--- config.mk ---
export PLATFORM = sky130hd
export DESIGN_NAME = cv32e40x_xif_aes_sched_flat
export DESIGN_NICKNAME = d
export VERILOG_FILES = /design/src/rtl/cv32e40x_xif_aes_sched_if.sv /design/src/rtl/cv32e40x_xif_aes_sched.sv /design/src/flat_wrapper.sv
export SDC_FILE = /design/constraint.sdc
export NUM_CORES = 1
export LEC_CHECK = 0
export ABC_AREA = 1
export CAP_MARGIN = 20
export CORE_MARGIN = 4
export CORE_UTILIZATION = 35
export CTS_CLUSTER_DIAMETER = 50
export CTS_CLUSTER_SIZE = 10
export DETAILED_ROUTE_END_ITERATION = 10
export GPL_ROUTABILITY_DRIVEN = 0
export HOLD_SLACK_MARGIN = 0.06
export PLACE_DENSITY = 0.6
export SYNTH_ARGS = -nofsm -noshare
export SYNTH_HDL_FRONTEND = slang
export SYNTH_SLANG_ARGS = --single-unit
--- constraint.sdc ---
create_clock -name clk_i -period 6.72 [get_ports clk_i]
set_input_delay 1.68 -clock clk_i [delete_from_list [all_inputs] [get_ports clk_i]]
set_output_delay 1.68 -clock clk_i [all_outputs]
set_load 0.005 [all_outputs]
--- src/rtl/cv32e40x_xif_aes_sched_if.sv ---
// ---------------------------------------------------------------------------
// cv32e40x_xif_aes_sched_if
//
// Bundles the XIF issue, commit and result channels and the AES32 FU port of
// the AES32 scheduler. Signal suffixes are named from the scheduler's side:
// _i is driven toward the scheduler and _o is driven by it.
//
// Modports:
//   slave  - the scheduler (cv32e40x_xif_aes_sched)
//   master - the environment: core-side XIF and the AES32 functional unit
//
// Handshakes:
//   issue  : a request moves on issue_valid_i && issue_accept_o. Accept is
//            only given while issue_ready_o is high.
//   commit : one commit or kill per cycle on commit_valid_i. No back-pressure.
//   fu     : fu_valid_o is held with stable operands until fu_ready_i.
//   result : result_valid_o is held with stable payload until result_ready_i.
//            It never drops without a handshake.
// ---------------------------------------------------------------------------
interface cv32e40x_xif_aes_sched_if #(
    parameter int X_ID_WIDTH  = 4,
    parameter int X_RFR_WIDTH = 32
);
    logic                   issue_valid_i;
    logic                   issue_ready_o;
    logic [31:0]            issue_instr_i;
    logic [X_ID_WIDTH-1:0]  issue_id_i;
    logic [X_RFR_WIDTH-1:0] issue_rs1_i;
    logic [X_RFR_WIDTH-1:0] issue_rs2_i;
    logic [1:0]             issue_rs_valid_i;
    logic                   issue_accept_o;
    logic                   commit_valid_i;
    logic [X_ID_WIDTH-1:0]  commit_id_i;
    logic                   commit_kill_i;
    logic                   fu_valid_o;
    logic [X_RFR_WIDTH-1:0] fu_rs1_o;
    logic [X_RFR_WIDTH-1:0] fu_rs2_o;
    logic [1:0]             fu_bs_o;
    logic [3:0]             fu_op_o;
    logic                   fu_ready_i;
    logic [X_RFR_WIDTH-1:0] fu_result_i;
    logic                   result_valid_o;
    logic                   result_ready_i;
    logic [X_ID_WIDTH-1:0]  result_id_o;
    logic [4:0]             result_rd_o;
    logic [X_RFR_WIDTH-1:0] result_data_o;
    logic                   busy_o;

    modport slave (
        input  issue_valid_i, issue_instr_i, issue_id_i, issue_rs1_i, issue_rs2_i,
               issue_rs_valid_i, commit_valid_i, commit_id_i, commit_kill_i,
               fu_ready_i, fu_result_i, result_ready_i,
        output issue_ready_o, issue_accept_o, fu_valid_o, fu_rs1_o, fu_rs2_o,
               fu_bs_o, fu_op_o, result_valid_o, result_id_o, result_rd_o,
               result_data_o, busy_o
    );

    modport master (
        output issue_valid_i, issue_instr_i, issue_id_i, issue_rs1_i, issue_rs2_i,
               issue_rs_valid_i, commit_valid_i, commit_id_i, commit_kill_i,
               fu_ready_i, fu_result_i, result_ready_i,
        input  issue_ready_o, issue_accept_o, fu_valid_o, fu_rs1_o, fu_rs2_o,
               fu_bs_o, fu_op_o, result_valid_o, result_id_o, result_rd_o,
               result_data_o, busy_o
    );
endinterface

--- src/rtl/cv32e40x_xif_aes_sched.sv ---
// ---------------------------------------------------------------------------
// cv32e40x_xif_aes_sched
//
// Scheduler for the shared AES32 functional unit behind the XIF port.
// Accepted AES32 instructions sit in a DEPTH-entry circular FIFO of slots
// (FREE / ISSUED / COMMITTED / KILLED). Commits and kills are matched by ID;
// committed instructions go to the FU strictly in order from the head, and
// the FU result is buffered until the core's result channel takes it.
//
// Ports:
//   clk_i        clock
//   rst_n        asynchronous active-low reset
//   xif          issue / commit / fu / result channels (slave modport)
//   dbg_state_o  current FSM state (IDLE=0, EXEC=1, RESP=2)
//
// Optional feature macro: AES_SCHED_RESULT_BYPASS_EN
//   When defined, an FU result is presented on the result channel in the
//   same EXEC cycle it arrives; a same-cycle handshake skips RESP entirely.
// ---------------------------------------------------------------------------
module cv32e40x_xif_aes_sched #(
    parameter int X_ID_WIDTH  = 4,
    parameter int X_RFR_WIDTH = 32,
    parameter int DEPTH       = 4
) (
    input  logic                           clk_i,
    input  logic                           rst_n,
    cv32e40x_xif_aes_sched_if.slave        xif,
    output logic [1:0]                     dbg_state_o
);
    localparam int PTR_W = $clog2(DEPTH);
    localparam int CNT_W = PTR_W + 1;

    localparam logic [6:0] OPC_AES32 = 7'b0110011;
    localparam logic [4:0] F_ESI     = 5'b10001;
    localparam logic [4:0] F_ESMI    = 5'b10011;
    localparam logic [4:0] F_DSI     = 5'b10101;
    localparam logic [4:0] F_DSMI    = 5'b10111;

    localparam logic [1:0] SLOT_FREE      = 2'd0;
    localparam logic [1:0] SLOT_ISSUED    = 2'd1;
    localparam logic [1:0] SLOT_COMMITTED = 2'd2;
    localparam logic [1:0] SLOT_KILLED    = 2'd3;

    localparam logic [1:0] IDLE = 2'd0;
    localparam logic [1:0] EXEC = 2'd1;
    localparam logic [1:0] RESP = 2'd2;

    // Only the instruction fields the FU and result path need are stored.
    logic [1:0]             slot_st    [DEPTH];
    logic [X_ID_WIDTH-1:0]  slot_id    [DEPTH];
    logic [1:0]             slot_bs    [DEPTH];
    logic [4:0]             slot_funct [DEPTH];
    logic [4:0]             slot_rd    [DEPTH];
    logic [X_RFR_WIDTH-1:0] slot_rs1   [DEPTH];
    logic [X_RFR_WIDTH-1:0] slot_rs2   [DEPTH];

    logic [PTR_W-1:0]       head, tail;
    logic [CNT_W-1:0]       count;
    logic [1:0]             state, state_nxt;
    logic [X_ID_WIDTH-1:0]  res_id;
    logic [4:0]             res_rd;
    logic [X_RFR_WIDTH-1:0] res_data;

    logic                   accept, same_cycle_commit, commit_hit, pop;
    logic [PTR_W-1:0]       commit_idx, idx;
    logic [4:0]             issue_funct;
    logic                   funct_ok;
    logic                   unused_instr_bits;

    assign unused_instr_bits = ^{xif.issue_instr_i[24:12]};

    assign issue_funct = xif.issue_instr_i[29:25];
    assign funct_ok    = (issue_funct == F_ESI) || (issue_funct == F_ESMI) ||
                         (issue_funct == F_DSI) || (issue_funct == F_DSMI);

    // Ready looks at the registered count only, so a pop cannot raise it early.
    assign xif.issue_ready_o = (count != CNT_W'(DEPTH));
    assign accept = xif.issue_valid_i && xif.issue_ready_o &&
                    (xif.issue_instr_i[6:0] == OPC_AES32) && funct_ok &&
                    (xif.issue_rs_valid_i == 2'b11);
    assign xif.issue_accept_o = accept;

    // A commit for the ID being accepted this cycle lands on the new slot.
    assign same_cycle_commit = accept && xif.commit_valid_i &&
                               (xif.commit_id_i == xif.issue_id_i);

    // Oldest-first search from head for an ISSUED slot with the committed ID.
    always_comb begin
        commit_hit = 1'b0;
        commit_idx = '0;
        idx        = '0;
        for (int i = 0; i < DEPTH; i++) begin
            idx = head + PTR_W'(i);
            if (!commit_hit && slot_st[idx] == SLOT_ISSUED &&
                slot_id[idx] == xif.commit_id_i) begin
                commit_hit = 1'b1;
                commit_idx = idx;
            end
        end
    end

    always_comb begin
        state_nxt = state;
        pop       = 1'b0;
        case (state)
            IDLE: begin
                if (slot_st[head] == SLOT_KILLED)         pop = 1'b1;
                else if (slot_st[head] == SLOT_COMMITTED) state_nxt = EXEC;
            end
            EXEC: begin
                if (xif.fu_ready_i) begin
`ifdef AES_SCHED_RESULT_BYPASS_EN
                    if (xif.result_ready_i) begin
                        pop       = 1'b1;
                        state_nxt = IDLE;
                    end else begin
                        state_nxt = RESP;
                    end
`else
                    state_nxt = RESP;
`endif
                end
            end
            RESP: begin
                if (xif.result_ready_i) begin
                    pop       = 1'b1;
                    state_nxt = IDLE;
                end
            end
            default: state_nxt = IDLE;
        endcase
    end

    always_ff @(posedge clk_i or negedge rst_n) begin
        if (!rst_n) begin
            state    <= IDLE;
            head     <= '0;
            tail     <= '0;
            count    <= '0;
            res_id   <= '0;
            res_rd   <= '0;
            res_data <= '0;
            for (int i = 0; i < DEPTH; i++) begin
                slot_st[i]    <= SLOT_FREE;
                slot_id[i]    <= '0;
                slot_bs[i]    <= '0;
                slot_funct[i] <= '0;
                slot_rd[i]    <= '0;
                slot_rs1[i]   <= '0;
                slot_rs2[i]   <= '0;
            end
        end else begin
            state <= state_nxt;
            if (pop) begin
                slot_st[head] <= SLOT_FREE;
                head          <= head + PTR_W'(1);
            end
            if (accept) begin
                if (same_cycle_commit)
                    slot_st[tail] <= xif.commit_kill_i ? SLOT_KILLED : SLOT_COMMITTED;
                else
                    slot_st[tail] <= SLOT_ISSUED;
                slot_id[tail]    <= xif.issue_id_i;
                slot_bs[tail]    <= xif.issue_instr_i[31:30];
                slot_funct[tail] <= issue_funct;
                slot_rd[tail]    <= xif.issue_instr_i[11:7];
                slot_rs1[tail]   <= xif.issue_rs1_i;
                slot_rs2[tail]   <= xif.issue_rs2_i;
                tail             <= tail + PTR_W'(1);
            end
            if (xif.commit_valid_i && !same_cycle_commit && commit_hit)
                slot_st[commit_idx] <= xif.commit_kill_i ? SLOT_KILLED : SLOT_COMMITTED;
            if (accept && !pop)      count <= count + CNT_W'(1);
            else if (!accept && pop) count <= count - CNT_W'(1);
            if (state == EXEC && xif.fu_ready_i) begin
                res_id   <= slot_id[head];
                res_rd   <= slot_rd[head];
                res_data <= xif.fu_result_i;
            end
        end
    end

    // FU port: operands come straight from the head slot while in EXEC.
    always_comb begin
        xif.fu_valid_o = (state == EXEC);
        xif.fu_rs1_o   = '0;
        xif.fu_rs2_o   = '0;
        xif.fu_bs_o    = '0;
        xif.fu_op_o    = '0;
        if (state == EXEC) begin
            xif.fu_rs1_o = slot_rs1[head];
            xif.fu_rs2_o = slot_rs2[head];
            xif.fu_bs_o  = slot_bs[head];
            case (slot_funct[head])
                F_ESI:   xif.fu_op_o = 4'b0001;
                F_ESMI:  xif.fu_op_o = 4'b0010;
                F_DSI:   xif.fu_op_o = 4'b0100;
                F_DSMI:  xif.fu_op_o = 4'b1000;
                default: xif.fu_op_o = 4'b0000;
            endcase
        end
    end

    always_comb begin
        xif.result_valid_o = 1'b0;
        xif.result_id_o    = '0;
        xif.result_rd_o    = '0;
        xif.result_data_o  = '0;
        if (state == RESP) begin
            xif.result_valid_o = 1'b1;
            xif.result_id_o    = res_id;
            xif.result_rd_o    = res_rd;
            xif.result_data_o  = res_data;
        end
`ifdef AES_SCHED_RESULT_BYPASS_EN
        else if (state == EXEC && xif.fu_ready_i) begin
            xif.result_valid_o = 1'b1;
            xif.result_id_o    = slot_id[head];
            xif.result_rd_o    = slot_rd[head];
            xif.result_data_o  = xif.fu_result_i;
        end
`endif
    end

    assign xif.busy_o  = (count != '0) || (state != IDLE);
    assign dbg_state_o = state;

endmodule

--- src/flat_wrapper.sv ---
// flat-port wrapper written by rule: the top's interface ports become plain ports
module cv32e40x_xif_aes_sched_flat 
#(
    parameter int X_ID_WIDTH  = 4,
    parameter int X_RFR_WIDTH = 32,
    parameter int DEPTH       = 4
)
  (clk_i, rst_n, dbg_state_o, xif_issue_valid_i, xif_issue_instr_i, xif_issue_id_i, xif_issue_rs1_i, xif_issue_rs2_i, xif_issue_rs_valid_i, xif_commit_valid_i, xif_commit_id_i, xif_commit_kill_i, xif_fu_ready_i, xif_fu_result_i, xif_result_ready_i, xif_issue_ready_o, xif_issue_accept_o, xif_fu_valid_o, xif_fu_rs1_o, xif_fu_rs2_o, xif_fu_bs_o, xif_fu_op_o, xif_result_valid_o, xif_result_id_o, xif_result_rd_o, xif_result_data_o, xif_busy_o);
  cv32e40x_xif_aes_sched_if #(.X_ID_WIDTH(X_ID_WIDTH), .X_RFR_WIDTH(X_RFR_WIDTH)) xif_i ();
  input  logic clk_i;
  input  logic rst_n;
  output logic [1:0] dbg_state_o;
  input wire logic [$bits(xif_i.issue_valid_i)-1:0] xif_issue_valid_i;
  input wire logic [$bits(xif_i.issue_instr_i)-1:0] xif_issue_instr_i;
  input wire logic [$bits(xif_i.issue_id_i)-1:0] xif_issue_id_i;
  input wire logic [$bits(xif_i.issue_rs1_i)-1:0] xif_issue_rs1_i;
  input wire logic [$bits(xif_i.issue_rs2_i)-1:0] xif_issue_rs2_i;
  input wire logic [$bits(xif_i.issue_rs_valid_i)-1:0] xif_issue_rs_valid_i;
  input wire logic [$bits(xif_i.commit_valid_i)-1:0] xif_commit_valid_i;
  input wire logic [$bits(xif_i.commit_id_i)-1:0] xif_commit_id_i;
  input wire logic [$bits(xif_i.commit_kill_i)-1:0] xif_commit_kill_i;
  input wire logic [$bits(xif_i.fu_ready_i)-1:0] xif_fu_ready_i;
  input wire logic [$bits(xif_i.fu_result_i)-1:0] xif_fu_result_i;
  input wire logic [$bits(xif_i.result_ready_i)-1:0] xif_result_ready_i;
  output wire logic [$bits(xif_i.issue_ready_o)-1:0] xif_issue_ready_o;
  output wire logic [$bits(xif_i.issue_accept_o)-1:0] xif_issue_accept_o;
  output wire logic [$bits(xif_i.fu_valid_o)-1:0] xif_fu_valid_o;
  output wire logic [$bits(xif_i.fu_rs1_o)-1:0] xif_fu_rs1_o;
  output wire logic [$bits(xif_i.fu_rs2_o)-1:0] xif_fu_rs2_o;
  output wire logic [$bits(xif_i.fu_bs_o)-1:0] xif_fu_bs_o;
  output wire logic [$bits(xif_i.fu_op_o)-1:0] xif_fu_op_o;
  output wire logic [$bits(xif_i.result_valid_o)-1:0] xif_result_valid_o;
  output wire logic [$bits(xif_i.result_id_o)-1:0] xif_result_id_o;
  output wire logic [$bits(xif_i.result_rd_o)-1:0] xif_result_rd_o;
  output wire logic [$bits(xif_i.result_data_o)-1:0] xif_result_data_o;
  output wire logic [$bits(xif_i.busy_o)-1:0] xif_busy_o;
  assign xif_i.issue_valid_i = xif_issue_valid_i;
  assign xif_i.issue_instr_i = xif_issue_instr_i;
  assign xif_i.issue_id_i = xif_issue_id_i;
  assign xif_i.issue_rs1_i = xif_issue_rs1_i;
  assign xif_i.issue_rs2_i = xif_issue_rs2_i;
  assign xif_i.issue_rs_valid_i = xif_issue_rs_valid_i;
  assign xif_i.commit_valid_i = xif_commit_valid_i;
  assign xif_i.commit_id_i = xif_commit_id_i;
  assign xif_i.commit_kill_i = xif_commit_kill_i;
  assign xif_i.fu_ready_i = xif_fu_ready_i;
  assign xif_i.fu_result_i = xif_fu_result_i;
  assign xif_i.result_ready_i = xif_result_ready_i;
  assign xif_issue_ready_o = xif_i.issue_ready_o;
  assign xif_issue_accept_o = xif_i.issue_accept_o;
  assign xif_fu_valid_o = xif_i.fu_valid_o;
  assign xif_fu_rs1_o = xif_i.fu_rs1_o;
  assign xif_fu_rs2_o = xif_i.fu_rs2_o;
  assign xif_fu_bs_o = xif_i.fu_bs_o;
  assign xif_fu_op_o = xif_i.fu_op_o;
  assign xif_result_valid_o = xif_i.result_valid_o;
  assign xif_result_id_o = xif_i.result_id_o;
  assign xif_result_rd_o = xif_i.result_rd_o;
  assign xif_result_data_o = xif_i.result_data_o;
  assign xif_busy_o = xif_i.busy_o;
  cv32e40x_xif_aes_sched #(.X_ID_WIDTH(X_ID_WIDTH), .X_RFR_WIDTH(X_RFR_WIDTH), .DEPTH(DEPTH)) u_core (.clk_i(clk_i), .rst_n(rst_n), .xif(xif_i), .dbg_state_o(dbg_state_o));
endmodule
[Word-level counts from Yosys, hierarchy flattened]
Cells that the tools add are included.
Storage, ports and cells
  register bits: 378
  input port bits: 145
  output and inout bits: 118
  word-level logic and storage cells: 216
Operators by class
  add/subtract/negate cells: 6
  magnitude comparators: 9
  equality and inequality tests: 28
  mux-type cells: 91
  bitwise gates (word level): 11
  reduce and logical (&&, ||, !) cells: 36
Operators by type and width (count)
  bitwise mux 128 bit: 2
  two-way mux 32 bit: 8
  binary-select mux 32 bit (select 2 bit): 2
  demux 32 bit (select 2 bit): 1
  two-way mux 2 bit: 22
  two-way mux 4 bit: 11
  bitwise mux 20 bit: 2
  == test 5 bit, second input constant: 8
  binary-select mux 4 bit (select 2 bit): 4
  two-way mux 8 bit: 4
  two-way mux 5 bit: 6
  bitwise mux 8 bit: 3
  logical AND 1 bit: 21
  binary-select mux 2 bit (select 2 bit): 5
  binary-select mux 5 bit (select 2 bit): 2
  == test 4 bit: 5
  greater-or-equal comparator 3 bit, second input constant: 6
  NOT 2 -> 3 bit: 6
  bitwise mux 16 bit: 1
  case mux 4 bit (4 select lines): 1
  demux 2 bit (select 2 bit): 3
  demux 5 bit (select 2 bit): 1
  == test 2 x 1 -> 1 bit, second input constant: 5
  less-than comparator 3 x 1 -> 1 bit, second input constant: 3
  other kinds (25): 49

[Depth between registers and ports, before layout]
Gate-level depths: netlist of the first run.
  depth after elaboration: 26
  mapped depth: 23
  depth with buffers taken out: 18

[Worst setup path before layout of the first run]
OpenSTA, ideal clock, no wires.
  path kind: input -> output
  from: in xif_issue_instr_i[3]
  to: out xif_issue_accept_o
  arrival: 2.220 ns
  required time: 5.040 ns
  slack: 2.820 ns
  cell stages on the path: 3
  cell sequence: nor4_1 > nand3_1 > inv_2
On the way
  word-level cells in the longest chain between the ends: 4
Ends and longest elaborated chain
  start: declaration: RTL line flat_wrapper.sv:14  | input wire logic [$bits(xif_i.issue_instr_i)-1:0] xif_issue_instr_i;
  == test 7 x 6 -> 1 bit: RTL line cv32e40x_xif_aes_sched.sv:79  | (xif.issue_instr_i[6:0] == OPC_AES32) && funct_ok &&
  logical AND 1 bit: RTL line cv32e40x_xif_aes_sched.sv:78  | assign accept = xif.issue_valid_i && xif.issue_ready_o &&
  logical AND 1 bit (2 in a row): RTL line cv32e40x_xif_aes_sched.sv:79
  end: declaration: RTL line flat_wrapper.sv:26  | output wire logic [$bits(xif_i.issue_accept_o)-1:0] xif_issue_accept_o;
Every way passes these cells.

[Worst setup path in the final report of the first run]
  from: reg u_core.head[0]
  to: out xif_fu_op_o[2]
On the way
  word-level cells in the longest chain between the ends: 7
Ends and longest elaborated chain
  start: declaration: RTL line cv32e40x_xif_aes_sched.sv:57  | logic [PTR_W-1:0] head, tail;
  start signal: assignment: RTL line cv32e40x_xif_aes_sched.sv:156  | head <= head + PTR_W'(1);
  NOT 2 -> 3 bit (not written as such) *: RTL line cv32e40x_xif_aes_sched.sv:194  | case (slot_funct[head])
  binary-select mux 5 bit (select 2 bit) *: RTL line cv32e40x_xif_aes_sched.sv:194
  two-way mux 5 bit (not written as such) * (2 in a row): RTL line cv32e40x_xif_aes_sched.sv:194
  == test 5 bit: RTL line cv32e40x_xif_aes_sched.sv:194
  case mux 4 bit (4 select lines) *: RTL line cv32e40x_xif_aes_sched.sv:194
  two-way mux 4 bit *: RTL line cv32e40x_xif_aes_sched.sv:190  | if (state == EXEC) begin
  end: declaration: RTL line flat_wrapper.sv:31  | output wire logic [$bits(xif_i.fu_op_o)-1:0] xif_fu_op_o;
Mark *: on every way between the ends. The rest lies on a longest branch, timed or not. The select of a mux whose other input is x is not followed.

==> metrics, run 1 <==
dominant cell type by area after synthesis dfrtp_1; routed wire length a little over 50000 µm; CP Launch Type register; CP required a little over 5000 ps; share of the synthesized area in the top cell type 53.39%; r2r worst-path depth 16; minimum hold slack 453.3 ps; sequential element share of the synthesized area 53.39%; placed cells around 3k; nets@finish about 2.6k; first-pass GRT wire length 81970 µm; CTS tree yes; vias in the first global route 15.21k; status finished, final reports clean; Pwr Total about 7.7 mW; Worst Max-Slew Pin Slew 1055 ps; fin crit share 83.02%; leak pwr 10.20 nW; setup TNS 0 ps; RSZ-0062 raised after global routing no; cts bufs inserted 51; synthesized area 17720 µm²; largest net degree at the start of global routing 109; GR Util met2 between 20 and 30%; Crit Path Max Fanout 85; CP Class reg -> out; hold path cells 2; remaining antenna violation count 0; top cells by count, synth o21ai_0, nand2_1, dfrtp_1, nor2_1, inv_1; Top Ports roughly 260; core area 50070 µm²; number of flops mapped to enable cells by yosys 0; Die Wd about 230 µm; slew margin rel. 29.70%; Remaining DRCs 0; Synth Warn # 0; via count around 16k; IO buf count roughly 250; R2R Path Start u_core.head[0]; clk buf depth 3; maximum level of the CTS H-tree 2; die area 54280 µm²; Finish-stage setup viols 0; Max Cap Viol 0; Cell Rows 82; Iteration-0 DRC Markers 1280; root buf cell clkbuf_16; Cell variety after synth 42; layout cells sized above 1 5.607%; ys async rst share 100.0%; crit path DAT 3900 ps; worst vdd rail ir drop 0.0002368 V; Multi-input gate area 7054 µm²; final setup skew roughly 9.6 ps; non-filler cells, final ~3.1k; total gr overflow 0; Top FF cell, synth dfrtp_1; Global Route Usage Sum 18.59%; post-synthesis register bit count 378; Final Critical Period 5579 ps; CP max stage delay 1110 ps; placed cell area 20680 µm²; setup slack, reg-to-reg 1980 ps; Resize count post-CTS 0; post-synthesis cell count ~2.3k; GRT busiest layer met2; CP max-delay cell dfrtp_4; Mapped Nets 2411; Peak Freq 0.1792 GHz; initial antenna violation count 1; via/cell ratio about 5.0; Sequential cell area 9467 µm²; HP Class reg -> reg; min-delay src u_core.slot_funct[19]; Crit. End Element primary output; Post-CTS Setup Repair Bufs 0; WHS Endpoint u_core.slot_funct[19]; fill count 5041; starting density of the core a little over a third; DRT Pass-1 Iters 5; Die Y 233.0 µm; crit-path cells buf_4 > a21oi_1 > a211oi_1 > nand3b_1 > nor2_1 > clkdlybuf4s50_1; Bufs and invs on worst path 2; Hold-fix buffers, CTS 0; Post-DP HPWL 30640 µm; pwr dens 346.0 nW/µm²; WL per Instance 16.21 µm; final instance area roughly 22000 µm²; Hold Vio Cnt, Final 0; later-pin clock latency in the skew report 570 ps; M1 GR Usage 25.89%; delay-heaviest family, CP buffers and inverters; Worst-path clk slew 50 ps; area grow syn2layout 26.01%; CTS Sinks 378; R2R Path End u_core.slot_st[2]; top cells by area, synth dfrtp_1, o21ai_0, nand2_1; synthesized area per cell approximately 7.9 µm²; most frequent cell after synthesis o21ai_0; Slew Limit Fails 0; met3 usage 3.673%
[power breakdown]
group | total, mW | leakage [nW] | switching, mW | internal [mW]
Combinational | 2.51 | 4.28 | 1.54 | 0.979
Sequential | 2.63 | 5.15 | 0.208 | 2.42
Clock | 2.58 | 0.776 | 0.983 | 1.60
Total | 7.72 | 10.2 | 2.73 | 5.00
[kinds of logic after synthesis]
family / count (synthesis) / synth area share (%)
compound gates: 608 / 17.50
xor+xnor: 5 / 0.2472
fa+ha+maj: 10 / 0.7487
buf+inv: 315 / 6.957
flops: 378 / 53.39
mux: 1 / 0.06356
simple gates: 939 / 21.09
[how the worst max path moves through the flow]
stage,start,to,slack [ps],depth (start not counted)
2_1_floorplan,xif_issue_instr_i[3],xif_issue_accept_o,2820,3
3_3_place_gp,xif_issue_instr_i[0],xif_issue_accept_o,1530,6
3_5_place_dp,xif_issue_instr_i[1],xif_issue_accept_o,1540,6
4_1_cts,u_core.head[0],xif_fu_op_o[1],1100,6
5_1_grt,u_core.head[0],xif_fu_op_o[3],830,6
6_report,u_core.head[0],xif_fu_op_o[2],1140,6
[layout by cell type (no fill, tap or decap), drive strengths merged]
master,Yosys,final
clkdlybuf4s50,0,248
o22ai,5,5
xor2,4,4
ha,9,9
nand3,67,67
a21o,1,1
o211ai,1,1
mux2,1,1
o21ai,510,510
diode,0,1
nand2,511,511
a211oi,1,1
a32oi,5,5
buf,32,26
dfrtp,378,378
nor4,1,1
clkbuf,114,62
clkinvlp,0,2
fa,1,1
xnor2,1,1
o221ai,1,1
nor3,2,2
nand3b,1,1
clkinv,1,9
inv,168,169
o21bai,1,1
a21oi,83,83
nor2,345,345
or2,3,3
nand4,9,9
bufinv,0,4
[state kept, by name, indices dropped and copies added, names as in the netlist, 3 cells and up]
register           count
u_core.res_rd          5
u_core.slot_bs         8
u_core.res_data       32
u_core.slot_rs1      128
u_core.slot_rd        20
u_core.slot_st         8
u_core.slot_funct     20
u_core.slot_rs2      128
u_core.count           3
u_core.slot_id        16
u_core.res_id          4
[per-layer routing]
layer	vias up	part of all wire, %	wire, µm
li1	7603	-	-
met1	7428	46	23270
met2	434	46	23160
met3	86	5.8	2941
met4	0	2.8	1415
met5	-	0	0
[area by class of cell]
type / instances / share of cell area [%]
diodes: 1 / 0.01121
clock buffers: 62 / 6.227
clock inverters: 15 / 0.8912
inverters: 169 / 2.870
multi-input cells: 1563 / 31.60
flip-flops and latches: 378 / 42.41
well taps: 672 / 3.766
repair buffers: 274 / 12.23
[worst register-to-register path: cells and delay by family, from the launching register on]
kind	cells	cell delay, ps
and+or+nand+nor	10	1070
buffers and inverters	4	1510
DFF	1	1110
AOI/OAI and AO/OA	1	260
adders and majority gates	1	680
[metrics by stage]
step                      util [%]  setup WS, ps
after detailed placement     41.31          1542
after global placement       41.31          1531
after global routing         44.59         828.0
after floorplan                  -          2820
after CTS                    44.49          1102
final                        44.59          1141
Power figures use the tool's default switching activity.
==> inputs of run 2 (changes only) <==
Settings changed: PLACE_DENSITY 0.6 to 0.62.
Clock period 6.72 ns to 4.81 ns, I/O delays scaled along.
==> metrics, run 2 (synthesis results as in run 1) <==
fin crit share 91.56%; status finished, final reports clean; Switch Pwr 3.782 mW (+39%); Sw Share 36.20% (+0.90 points); WL per Instance 15.94 µm (-1.7%); RSZ-0062 raised after global routing no; non-filler cells, final 3132 (-0.064%); Finish-stage setup viols 0 (unchanged); Comb pwr share 35.2% (+2.6 points); setup TNS 0 ps (unchanged); CP Launch Type register; R2R Path Start u_core.head[1]; core area 50070 µm² (unchanged); leak pwr 10.17 nW (-0.35%); commonest non-fill, non-tap cells in the layout o21ai_0, nand2_1, dfrtp_1; Post-CTS Setup Repair Bufs 0 (unchanged); Final Critical Period 4404 ps; internal power 6.665 mW (+33%); delay-heaviest family, CP buffers and inverters; Max Cap Viol 0 (unchanged); clock group share of total power 31.0% (-2.5 points); final setup skew 22.79 ps (+13.23 ps); area grow syn2layout 25.58%; clk buf depth 3 (unchanged); Bufs and invs on worst path 2 (unchanged); vias in the first global route 15.26k (+0.29%); Top Ports 263 (unchanged); Global Route Usage Sum 18.31% (-0.28 points); CTS tree yes; CP max stage delay 630 ps (-480 ps); Die Y 233.0 µm (unchanged); routed wire length 49910 µm (-1.7%); Die Wd 233.0 µm (unchanged); minimum hold slack 462.9 ps (+9.639 ps); biggest regs u_core.slot_rs1: 128 flops, u_core.slot_rs2: 128 flops, u_core.res_data: 32 flops; root buf cell clkbuf_16; sequential power share 33.8% (-0.2 points); remaining antenna violation count 0 (unchanged); Worst-path clk slew 50 ps (about the same); setup slack after layout 405.8 ps (-735.3 ps); largest net degree at the start of global routing 120 (+10%); slew margin rel. 24.10% (-5.6 points); Crit. End Element primary output; HP Class reg -> reg; min-delay src u_core.slot_funct[18]; pre-CTS setup slack 728.6 ps (-813.1 ps); maximum level of the CTS H-tree 2 (unchanged); crit-path cells buf_4 > o21ai_0 > o22ai_1 > nand2_1 > nor2_1 > clkdlybuf4s50_1; Post-DP HPWL 30720 µm (+0.28%); via count 15.56k (+0.045%); # diodes 0 (-1); worst vdd rail ir drop 0.0003898 V (+65%); Slew Limit Fails 0 (unchanged); DRT Pass-1 Iters 5 (unchanged); layout cells sized above 1 5.528% (-0.079 points); cts bufs inserted 49 (-3.9%); Hold-fix buffers, CTS 0 (unchanged); Cell Rows 82 (unchanged); CP max-delay cell dfrtp_4; later-pin clock latency in the skew report 580 ps (about the same); Worst Max-Slew Pin Slew 1139 ps (+83.97 ps); starting density of the core 35.38% (unchanged); CP required 3610 ps (-1430 ps); pwr dens 469.6 nW/µm² (+36%); nets@finish 2594 (+0.077%); first-pass GRT wire length 80720 µm (-1.5%); via/cell ratio 4.967 (+0.11%); Hold Vio Cnt, Final 0 (unchanged); CP Class reg -> out; fill count 4948 (-1.8%); Peak Freq 0.2271 GHz; Resize count post-CTS 0 (unchanged); crit path DAT 3200 ps (-700 ps); commonest non-fill, non-tap cell in the layout o21ai_0; total gr overflow 0 (unchanged); IO buf count 249 (unchanged); Remaining DRCs 0 (unchanged); die area 54280 µm² (unchanged); Crit Path Max Fanout 43 (-49%); initial antenna violation count 1 (unchanged); CTS Sinks 378 (unchanged); Iteration-0 DRC Markers 1272 (-0.63%); Crit. Startpoint u_core.head[1]; placed cells 3060 (+0.20%)
run 2: area by class of cell:
type / instances / area, µm² / share of cell area (%)
Multi-Input combinational cell: 1563 / 7054 / 31.71
Clock buffer: 59 / 1294 / 5.815
Tap cell: 672 / 840.8 / 3.779
Sequential cell: 378 / 9467 / 42.55
Timing Repair Buffer: 278 / 2840 / 12.77
Inverter: 169 / 640.6 / 2.879
Clock inverter: 13 / 111.4 / 0.5005
run 2: power groups by stage:
stage | sequential (mW) | combinational [mW] | clock (mW)
finish | 3.53 | 3.68 | 3.23
global route | 3.56 | 4.14 | 3.48
CTS | 3.54 | 3.72 | 3.34
detailed placement | 3.59 | 3.70 | 0
global placement | 3.59 | 3.67 | 0
floorplan | 3.49 | 2.27 | 0
run 2: per-layer routing:
metal,up-vias,part of all wire [%],GRT usage [%]
met3,78,5.8,3.648
met2,405,47,30.39
li1,7613,-,-
met1,7462,45,24.52
met5,-,0,0
met4,0,2.3,4.987
run 2: worst reg2reg max path, delay by kind of cell, from the launching register on:
| kind | cells | cell delay [ps] |
|---|---|---|
| AND/OR/NAND/NOR | 13 | 1370 |
| buffers and inverters | 3 | 890 |
| adder cells (fa/ha/maj) | 1 | 840 |
| flip-flops | 1 | 630 |
run 2: final timing paths:
path                       cells after the start  slack [ps]                    end
max                                            6         410         xif_fu_op_o[2]
min                                            2         460  u_core.slot_funct[18]
max reg2reg                                   17         970      u_core.slot_st[0]
min reg2reg                                    2         460  u_core.slot_funct[18]
max in group asynchronous                      2        3120   u_core.slot_rs1[124]
min in group asynchronous                      1         750    u_core.slot_rs2[14]
run 2: stage by stage:
step           area (µm²)  power (mW)  utilization, %
2_1_floorplan       17720       5.753               -
6_report            22250       10.45           44.43
3_3_place_gp        20840       7.254           41.63
3_5_place_dp        20840       7.292           41.63
4_1_cts             22250       10.60           44.43
5_1_grt             22250       11.17           44.43
==> inputs of run 3 (changes only) <==
Settings changed: SKIP_CTS_REPAIR_TIMING set to 1.
==> results of run 3 <==
No change in the layout: final DEF, timing and power equal those of run 2.
